$ cat src/rtl/serial_add_ctrl.sv
// rtl/serial_add_ctrl.sv - bit-serial add/subtract sequencer sharing one full-adder cell

module serial_fa (
    input  logic x,
    input  logic y,
    input  logic ci,
    output logic s,
    output logic co
);
    assign s  = x ^ y ^ ci;
    assign co = (x & y) | (ci & (x ^ y));
endmodule

module serial_add_ctrl #(
    parameter int WIDTH = 8
) (
    input  logic             clk,
    input  logic             rst,
    input  logic             start,
    input  logic [WIDTH-1:0] a,
    input  logic [WIDTH-1:0] b,
    input  logic             sub,
    output logic             busy,
    output logic             done,
    output logic [WIDTH-1:0] sum,
    output logic             cout,
    output logic             ovf
);
    localparam int CNT_W = $clog2(WIDTH + 1);

    typedef enum logic [1:0] {
        IDLE = 2'd0,
        RUN  = 2'd1,
        DONE = 2'd2
    } state_t;

    state_t             state;
    state_t             next_state;
    logic [WIDTH-1:0]   sh_a;
    logic [WIDTH-1:0]   sh_b;
    logic [WIDTH-1:0]   res_sh;
    logic               carry;
    logic [CNT_W-1:0]   cnt;
    logic               fa_s;
    logic               fa_c;
    logic               accept;
    logic               last_bit;

    serial_fa u_fa (
        .x  (sh_a[0]),
        .y  (sh_b[0]),
        .ci (carry),
        .s  (fa_s),
        .co (fa_c)
    );

    assign accept   = start && ((state == IDLE) || (state == DONE));
    assign last_bit = (state == RUN) && (cnt == CNT_W'(WIDTH - 1));

    always_ff @(posedge clk or posedge rst) begin
        if (rst) begin
            state <= IDLE;
        end else begin
            state <= next_state;
        end
    end

    always_comb begin
        next_state = state;
        case (state)
            IDLE:    next_state = start ? RUN : IDLE;
            RUN:     next_state = last_bit ? DONE : RUN;
            DONE:    next_state = start ? RUN : IDLE;
            default: next_state = IDLE;
        endcase
    end

    always_comb begin
        busy = (state == RUN);
        done = (state == DONE);
    end

    // Subtraction feeds ~b and seeds the carry with 1, giving A + ~B + 1.
    always_ff @(posedge clk or posedge rst) begin
        if (rst) begin
            sh_a   <= '0;
            sh_b   <= '0;
            res_sh <= '0;
            carry  <= 1'b0;
            cnt    <= '0;
            sum    <= '0;
            cout   <= 1'b0;
            ovf    <= 1'b0;
        end else if (accept) begin
            sh_a   <= a;
            sh_b   <= sub ? ~b : b;
            res_sh <= '0;
            carry  <= sub;
            cnt    <= '0;
        end else if (state == RUN) begin
            sh_a   <= {1'b0, sh_a[WIDTH-1:1]};
            sh_b   <= {1'b0, sh_b[WIDTH-1:1]};
            res_sh <= {fa_s, res_sh[WIDTH-1:1]};
            carry  <= fa_c;
            cnt    <= cnt + CNT_W'(1);
            if (last_bit) begin
                sum  <= {fa_s, res_sh[WIDTH-1:1]};
                cout <= fa_c;
                ovf  <= carry ^ fa_c;
            end
        end
    end
endmodule

$ cat config.mk
export PLATFORM = sky130hd
export DESIGN_NAME = serial_add_ctrl
export DESIGN_NICKNAME = d
export VERILOG_FILES = /design/src/rtl/serial_add_ctrl.sv
export SDC_FILE = /design/constraint.sdc
export NUM_CORES = 1
export LEC_CHECK = 0
export CAP_MARGIN = 5
export CORE_MARGIN = 8
export CORE_UTILIZATION = 39
export DETAILED_ROUTE_END_ITERATION = 7
export GPL_ROUTABILITY_DRIVEN = 0
export SETUP_SLACK_MARGIN = 0.2
export SYNTH_ARGS = -nofsm -noshare
export SYNTH_HDL_FRONTEND = slang
export SYNTH_HIERARCHICAL = 1
export SYNTH_SLANG_ARGS = --single-unit
export TNS_END_PERCENT = 100
$ cat constraint.sdc
create_clock -name clk -period 3.3 [get_ports clk]
set_input_delay 0.825 -clock clk [delete_from_list [all_inputs] [get_ports clk]]
set_output_delay 0.825 -clock clk [all_outputs]
set_load 0.05 [all_outputs]
[Word level (Yosys, flattened, before mapping)]
Cells that the tools add are included.
Storage, ports and cells
  bits in read-only memories: 0
  register bits after elaboration: 41
  memories kept: 0
  RAM bits: 0
  output and inout bits: 12
  latch bits: 0
Operators by class
  muxes and demuxes: 14
  reduce and logical (&&, ||, !) cells: 7
  shift-type cells: 0
  equal/unequal tests: 3
  $add $sub $neg: 1
  bitwise logic cells: 8
  multiply operators: 0
  $lt $le $gt $ge: 0
  div/mod/pow operators: 0
Operator list (number)
  $mux W8: 7
  $mux W4: 2
  $not A8 Y8: 1
  $add A4 B1 Y4 const B: 1
  $eq A4 B3 Y1 const B: 1
  $pmux W2 S2: 1
  $mux W1: 3
  $reduce_and A3 Y1: 1
  $xor A1 B1 Y1: 3
  $and A1 B1 Y1: 2
  $eq A2 B1 Y1 const B: 1
  $eq A2 B2 Y1 const B: 1
  $logic_and A1 B1 Y1: 2
  $logic_not A2 Y1: 1
  $mux W2: 1
  $reduce_bool A2 Y1: 1
  $reduce_or A2 Y1: 1
  $logic_or A1 B1 Y1: 1
  $not A1 Y1: 1
  $or A1 B1 Y1: 1

[Depth between registers and ports, before layout]
Gate-level depths: netlist (run 1).
  depth after elaboration: 5
  mapped depth: 5
  depth with buffers taken out: 4

[Hierarchy]
Netlist (run 1), hierarchy kept.
By module, submodules not included
  serial_add_ctrl: sequential area each 1001.0 um2, times used 1, area an instance 1727.9 um2, cells an instance 135
  serial_fa: sequential area each 0.0 um2, times used 1, area an instance 20.0 um2, cells an instance 1

[Least setup slack after synthesis (run 1)]
No wires, ideal clock.
  path type: register -> output
  start point: register state[1]
  end point: output busy
  setup slack: 1.326 ns
  stages on the path, launching flop included: 4
  data arrival time: 1.149 ns
  cells stage by stage: dfrtp_1 and2b_4 buf_2 buf_2
On the way
  longest elaborated chain between the ends: 1
RTL lines
  from (decl): line 37  | state_t state;
  from (signal assigned): line 64  | state <= next_state;
  $eq A2 B1 Y1: line 79  | busy = (state == RUN);
  to (decl): line 23  | output logic busy,
Every way passes these cells.

[Worst setup path in the final report (run 1)]
Ends and elaborated chain as after synthesis.

==> results of run 1 <==
[worst max-delay path, cell delays in order, from the launching register on]
cell	delay, ns
dfrtp_1	0.38
and2b_4	0.25
clkdlybuf4s50_1	0.80
[through the flow]
stage	instances	setup slack, ns	power, mW	instance area, um^2	utilization [%]
2_1_floorplan	136	1.33	1.57	1750	-
4_1_cts	221	0.716	2.41	2260	52.3
3_3_place_gp	213	0.960	1.82	2100	48.7
5_1_grt	221	0.682	2.53	2260	52.3
6_report	221	0.750	2.38	2260	52.3
3_5_place_dp	213	0.916	1.85	2100	48.7
[path summary, 6_finish.rpt]
kind                          start  slack (ns)  endpoint
max                        state[1]        0.75      busy
min                         sh_a[1]        0.48   sh_a[1]
max reg2reg                state[1]        1.02    sum[7]
min reg2reg                 sh_a[1]        0.48   sh_a[1]
max in group asynchronous       rst        2.01   sh_a[5]
min in group asynchronous       rst        0.95    sum[3]
[cells in the final DEF (no fill, tap or decap), drive strengths merged]
master,Yosys,layout
bufinv,0,3
nor2,1,1
nand2b,1,1
dfrtp,40,40
clkdlybuf4s50,0,31
xor2,9,9
clkbuf,3,5
nand4,1,1
inv,1,1
nand2,13,13
mux2,12,12
fa,1,1
o21ai,10,10
nor3b,1,1
buf,6,3
a22o,16,16
and2b,1,1
mux2i,11,11
a21o,6,6
ha,1,1
nor2b,2,2
[flip-flops by register name (all words and copies together) (netlist names)]
signal and flops:
state 2, carry 1, sh_b 8, cout 1, cnt 4, ovf 1
res_sh 7, sum 8, sh_a 8
[final cells by class]
class	instances	area share [%]
repair buffers	34	14.7
flip-flops and latches	40	44.2
clock inverters	3	3.98
well taps	52	2.87
inverters	1	0.166
clock buffers	5	3.04
multi-input cells	86	31.0
[where the power goes]
group / switching (mW) / total [mW] / internal [mW]
combinational: 0.550 / 0.994 / 0.444
sequential: 0.133 / 0.836 / 0.702
clock: 0.170 / 0.548 / 0.378
[cells by family (layout without fill, tap and decap cells)]
logic type	Yosys count	after routing	share of synthesized area, %
flops	40	40	57.3
compound gates	32	32	13.5
mux	23	23	14.0
simple gates	20	20	6.16
buf+inv	10	43	2.72
xor+xnor	9	9	4.51
fa+ha+maj	2	2	1.86
[layer usage]
layer / vias up / GRT usage (%) / wire length (um)
met5: - / 0 / 0
met4: 0 / 6.23 / 83
met3: 8 / 3.32 / 161
met2: 29 / 14.6 / 1520
met1: 536 / 12.5 / 1510
li1: 543 / - / -
==> out/qor.yml, run 1 <==
route:
  routedWlPerCell_um: 14.9
  vias: 1116
  drt_iter0_drc: 102
  via_per_inst: 5.05
  ant_nets: 0
  first_pass_iters: 4
  wirelength_um: 3280
  drcViolationCount: 0
sta:
  finalHoldViolations: 0
  fin_skew_ns: 0.00580
  fin_crit_sh_pct: 77.3
  rsz0062_at_grt: "no"
  finalSetupViolCount: 0
  holdWs_ns: 0.479
  setup_tns_ns: 0
  clock.fmax_mhz: 392
  slew_violations: 0
  worst_slew_pin_slew_ns: 0.829
  min_period_ns: 2.55
  relSlewSlack_pct: 44.5
layout:
  regArea_um2: 1000
  area_delta_synth_final_pct: 29.5
  drive_above_1_share_pct: 16.0
  nFillCells: 384
  multiInputGateArea_um2: 702
  antennaDiodeCount: 0
  nets: 190
global_routing:
  grt_util_all_layers_pct: 10.1
  grt_overflow: 0
  grt_pass1_wl_um: 5780
  antenna_found_initial: 0
  grt_pass1_vias: 1222
  grt_start_max_net_pins: 41
outcome:
  outcome: "complete, no violations"
floorplan:
  die_area_um2: 6880
  die_h_um: 82.9
  num_io_pins: 32
  coreArea_um2: 4320
  start_util_pct: 40.4
  rows: 24
  die_w_um: 82.9
job:
  cap_violations: 0
synth:
  synth_area_leaders: "dfrtp_1 57%, a22o_1 8.0%, mux2_2 7.7%"
  ys_ff_latch: 40
  yosys-top-cells-count: "40 x dfrtp_1, 16 x a22o_1, 13 x nand2_1"
  postSynthAreaPerCell_um2: 12.9
  synth_edf_count: 0
  ys_types: 20
  ys_async_sr_fraction_pct: 100
  syn_area_um2: 1750
  yosys.cell_count.top_type: "dfrtp_1"
  netlist.area_leader.share_pct: 57.3
  syn_inst: 136
  yosysTopAreaCell: "dfrtp_1"
  synth_seq_area_share_pct: 57.3
  synth-main-ff-cell: "dfrtp_1"
  yosys_warnings: 6
  syn-num-nets: 158
cts:
  cts-htree-levels: 2
  cts.sinks: 40
  cts_tree: "built"
  clockBufferDepth: 2
  root_buffer: "clkbuf_8"
  post_cts_buffers: 0
  hold_buffers: 0
  postCtsResizedCells: 0
  clk_pin_slew_worst_paths_ns: 0.08
  clk_latency_ns: 0.29
  cts_buffers: 5
worst_setup_path:
  reg2reg_depth: 4
  cp.arrival_ns: 1.73
  worstPathRequired_ns: 2.47
  endpoint_kind: "output port"
  critPathKind: "reg -> out"
  worstPathMaxFanout: 2
  worst_setup_path_start_kind: "register"
power:
  p_leak_nw: 1.07
  powerDensity_nw_per_um2: 1050
  worst_ir_drop_vdd_mv: 0.501
worst_hold_path:
  min_path_type: "reg -> reg"
  min_delay_path_depth: 1
placement:
  port_buffers: 31
  hpwlAfterDp_um: 2220
Note: power is estimated with default switching activity, not from simulation.
==> run 2, diff against run 1 <==
==> constraint.sdc (replaced) <==
create_clock -name clk -period 2.1 [get_ports clk]
set_input_delay 0.525 -clock clk [delete_from_list [all_inputs] [get_ports clk]]
set_output_delay 0.525 -clock clk [all_outputs]
set_load 0.05 [all_outputs]
==> run 2 against run 1 <==
  * Register-to-register slack worse by 0.59 ns
  * Critical endpoint unchanged
  * Largest power group unchanged
  * Global-route usage barely moved
  * Clock-buffer cell count up 1
==> out/qor.yml, run 2 (synthesis results as in run 1) <==
power:
  worst_ir_drop_vdd_mv: 0.757
  p_sw_share_pct: 38.5
  p_leak_nw: 1.10
  seqPwrFrac_pct: 38.0
  total_power_mw: 3.47
  p_int_mw: 2.14
  powerDensity_nw_per_um2: 1550
  pwr-share-comb_pct: 44.5
  switchingPower_mw: 1.34
  clkPwrFrac_pct: 17.5
route:
  via_per_inst: 5.02
  drcViolationCount: 0
  first_pass_iters: 4
  drt_iter0_drc: 87
  ant_nets: 0
  vias: 1119
  wirelength_um: 3290
  routedWlPerCell_um: 14.8
job:
  cap_violations: 0
sta:
  relSlewSlack_pct: 66.3
  rsz0062_at_grt: "no"
  holdWs_ns: 0.487
  worst_slew_pin_slew_ns: 0.505
  clock.fmax_mhz: 564
  fin_crit_sh_pct: 84.4
  fin_ws_ns: 0.327
  slew_violations: 0
  min_period_ns: 1.77
  finalSetupViolCount: 0
  fin_skew_ns: 0.00238
  finalHoldViolations: 0
  setup_tns_ns: 0
floorplan:
  coreArea_um2: 4320
  die_h_um: 82.9
  start_util_pct: 40.4
  num_io_pins: 32
  die_area_um2: 6880
  die_w_um: 82.9
  rows: 24
layout:
  finalNonFillerCells: 223
  antennaDiodeCount: 0
  nets: 192
  drive_above_1_share_pct: 17.0
  postLayoutCoreUtil_pct: 51.7
  final_cell_area_um2: 2230
  reg_top3: "sh_a (8), sh_b (8), sum (8)"
  area_delta_synth_final_pct: 27.8
  final_cell_mix: "40 x dfrtp_1, 19 x clkdlybuf4s50_1, 16 x a22o_1, 13 x nand2_1, 12 x mux2_2"
  layout_commonest_cell: "dfrtp_1"
cts:
  cts_buffers: 5
  clk_latency_ns: 0.28
  cts_tree: "built"
  cts-htree-levels: 2
  clk_pin_slew_worst_paths_ns: 0.07
  cts.sinks: 40
  hold_buffers: 0
  root_buffer: "clkbuf_8"
  clockBufferDepth: 2
global_routing:
  met2_usage_pct: 14.6
  grt_start_max_net_pins: 41
  top_usage_layer: "met2"
  grt.met3_usage_pct: 3.71
  antenna_found_initial: 0
  met1_usage_pct: 12.8
  grt_util_all_layers_pct: 10.0
  grt_overflow: 0
  grt_pass1_vias: 1221
  grt_pass1_wl_um: 5740
worst_setup_path:
  cp.arrival_ns: 1.25
  cp.depth: 2
  worst_setup_path_start_kind: "register"
  critPathTopFamily: "flip-flops"
  crit_slowest_cell: "dfrtp_1"
  critPathKind: "reg -> out"
  reg2reg_depth: 4
  worstPathMaxFanout: 12
  crit_chain: "and2b_4, buf_12"
  cp_num_buf_inv: 1
  endpoint_kind: "output port"
  cp_slowest_stage_delay_ns: 0.40
  worstPathRequired_ns: 1.57
placement:
  hpwlAfterDp_um: 2210
  pre_cts_ws_ns: 0.276
  port_buffers: 31
  placed_cell_area_um2: 2130
  dp_cells: 214
outcome:
  outcome: "complete, no violations"
worst_hold_path:
  min_delay_path_depth: 1
  min_path_type: "reg -> reg"
## run 2: cell types whose count changed in the layout (fill, tap and decap cells not counted), sizes merged, moves of 2 or more
cell,change
bufinv,-2
clkdlybuf4s50,-12
buf,+3
dlygate4sd2,+10
## run 2: what timing repair did
action,CTS,global route
gates resized for setup,10,0
endpoints found under the setup margin,10,1
setup buffers,0,0
pin swaps,0,0
cloned,0,1
## run 2: cell type report
class	count	area (um^2)
fillers	404	2090
flip-flops and latches	40	1000
multi-input cells	87	709
repair buffers	35	348
clock buffers	6	72.6
well taps	52	65.1
clock inverters	2	35.0
inverters	1	3.75
## run 2: power groups by stage
stage | combinational [mW] | sequential [mW] | clock [mW]
CTS | 1.56 | 1.32 | 0.629
global route | 1.68 | 1.37 | 0.669
detailed placement | 1.61 | 1.34 | 0
finish | 1.55 | 1.32 | 0.607
floorplan | 0.892 | 1.58 | 0
global placement | 1.59 | 1.32 | 0
## run 2: path summary, 6_finish.rpt
check	start	endpoint	slack [ns]
hold / removal	sh_a[3]	sh_a[3]	0.49
setup / recovery	state[1]	busy	0.33
min in group asynchronous	rst	sum[7]	0.66
max in group asynchronous	rst	sh_a[6]	1.08
hold reg to reg	sh_a[3]	sh_a[3]	0.49
setup reg to reg	state[1]	sum[4]	0.43
## run 2: per-layer routing
layer  routed length, um  vias to the layer above
met5                   0                        -
met4                  31                        0
met2                1510                       25
met3                 143                        2
li1                    -                      549
met1                1610                      543
==> run 3, diff against run 2 <==
==> constraint.sdc (replaced) <==
create_clock -name clk -period 1.5 [get_ports clk]
set_input_delay 0.375 -clock clk [delete_from_list [all_inputs] [get_ports clk]]
set_output_delay 0.375 -clock clk [all_outputs]
set_load 0.05 [all_outputs]
==> run 3 against run 2 <==
  * The flow now finishes with violations (negative setup slack)
  * Non-clock buffer count rose by 11
  * Via count rose by 4.4%
  * Register-to-register slack got worse by 0.41 ns
  * Sequential power rose by 45%
  * Final cell count rose by 4.5%
  * Largest cell class unchanged
  * Sequential share of layout area fell by 5.8 points
  * Hold slack got worse by 0.064 ns
  * Final area rose by 15%
  * Critical path type unchanged
  * Highest routed layer unchanged
  * Critical path depth rose by 1
==> out/qor.yml, run 3 (synthesis results as in run 1) <==
outcome:
  outcome: "complete, but fails checks"
  violations: "negative setup slack"
layout:
  nFillCells: 369
  final_cell_mix: "40 x dfrtp_1, 19 x clkdlybuf4s50_1, 18 x buf_12, 16 x a22o_1, 12 x nand2_1"
  antennaDiodeCount: 0
  nets: 202
  final_cell_area_um2: 2570
  postLayoutCoreUtil_pct: 59.4
  area_delta_synth_final_pct: 47.0
  drive_above_1_share_pct: 29.8
  finalNonFillerCells: 233
  layout_commonest_cell: "dfrtp_1"
  reg_top3: "sh_a (8), sh_b (8), sum (8)"
power:
  worst_ir_drop_vdd_mv: 0.701
  p_leak_nw: 1.22
  powerDensity_nw_per_um2: 2300
  pwr-share-comb_pct: 52.9
  p_int_mw: 3.81
  switchingPower_mw: 2.10
  clkPwrFrac_pct: 14.6
  p_sw_share_pct: 35.5
  seqPwrFrac_pct: 32.6
  total_power_mw: 5.90
placement:
  dp_cells: 220
  hpwlAfterDp_um: 2420
  pre_cts_ws_ns: -0.185
  port_buffers: 31
  placed_cell_area_um2: 2330
sta:
  setup_tns_ns: -0.0393
  fin_crit_sh_pct: 103
  fin_ws_ns: -0.0393
  clock.fmax_mhz: 650
  min_period_ns: 1.54
  slew_violations: 0
  finalHoldViolations: 0
  relSlewSlack_pct: 83.4
  holdWs_ns: 0.424
  fin_skew_ns: 0.00858
  rsz0062_at_grt: "yes"
  finalSetupViolCount: 1
  worst_slew_pin_slew_ns: 0.247
worst_setup_path:
  r2r_end: "cnt[0]"
  cp_slowest_stage_delay_ns: 0.37
  crit_slowest_cell: "dfrtp_1"
  endpoint_kind: "output port"
  r2r_start: "state[1]"
  r2r_slack_ns: 0.02
  crit_chain: "and2b_4, buf_12, buf_12"
  worst_setup_path_start_kind: "register"
  reg2reg_depth: 6
  critPathKind: "reg -> out"
  worstPathRequired_ns: 1.12
  crit_top_cell: "buf_12"
  cp.arrival_ns: 1.16
  worstPathMaxFanout: 3
global_routing:
  grt_pass1_vias: 1291
  grt_start_max_net_pins: 41
  grt_util_all_layers_pct: 10.9
  antenna_found_initial: 0
  grt_pass1_wl_um: 6200
  grt_overflow: 0
route:
  wl_met2_um: 1830
  vias: 1168
  wirelength_um: 3580
  drt_iter0_drc: 29
  routedWlPerCell_um: 15.3
  via_per_inst: 5.01
  wirelength_met1_um: 1530
  drcViolationCount: 0
  ant_nets: 0
  maxUsedRoutingLayer: "met4"
  wl_met3_um: 177
  first_pass_iters: 4
cts:
  clk_pin_slew_worst_paths_ns: 0.08
  cts_buffers: 5
  cts_tree: "built"
  root_buffer: "clkbuf_8"
  cts-htree-levels: 2
  clockBufferDepth: 2
  cts.sinks: 40
  hold_buffers: 0
  clk_latency_ns: 0.29
worst_hold_path:
  min_path_type: "in -> async"
floorplan:
  die_h_um: 82.9
  coreArea_um2: 4320
  die_w_um: 82.9
  num_io_pins: 32
  die_area_um2: 6880
  start_util_pct: 40.4
  rows: 24
job:
  cap_violations: 0
-- run 3: cell type report --
cell class	instances	area [um^2]	area share (%)
multi-input combinational	86	727	28.3
clock inverter	2	35.0	1.36
clock buffer	6	72.6	2.83
sequential	40	1000	39.0
tap	52	65.1	2.53
inverter	1	3.75	0.146
timing repair buffer	46	664	25.9
-- run 3: power groups by stage --
stage | Clock, mW | Sequential [mW] | Combinational, mW
final | 0.861 | 1.92 | 3.12
after global routing | 0.925 | 1.99 | 3.32
after CTS | 0.888 | 1.91 | 3.04
after detailed placement | 0 | 1.92 | 2.71
after global placement | 0 | 1.90 | 2.62
after floorplan | 0 | 2.21 | 1.27
-- run 3: metal layers --
layer	vias to the layer above	GRT usage (%)
li1	561	-
met1	580	12.1
met2	23	18.3
met3	4	4.00
met4	0	4.79
met5	-	0
-- run 3: worst max path at each step --
stage,start,endpoint,slack (ns),cells after the start
floorplan,state[1],cout,0.07,4
global route,state[1],busy,-0.09,3
finish,state[1],busy,-0.04,3
detailed placement,start,cnt[0],-0.19,4
CTS,state[1],busy,-0.06,3
global placement,start,cnt[0],-0.13,4
-- run 3: worst max-delay path: cells and delay by family (launching register included) --
kind	cells	cell delay, ns
simple gates	1	0.27
flops	1	0.37
buf+inv	2	0.23
-- run 3: timing repair --
action / CTS / global route
endpoints found under the hold margin: 0 / 0
resized for setup: 6 / 3
pin swaps: 1 / 0
buffers inserted: 3 / 0
cloned: 1 / 1
endpoints found under the setup margin: 38 / 40
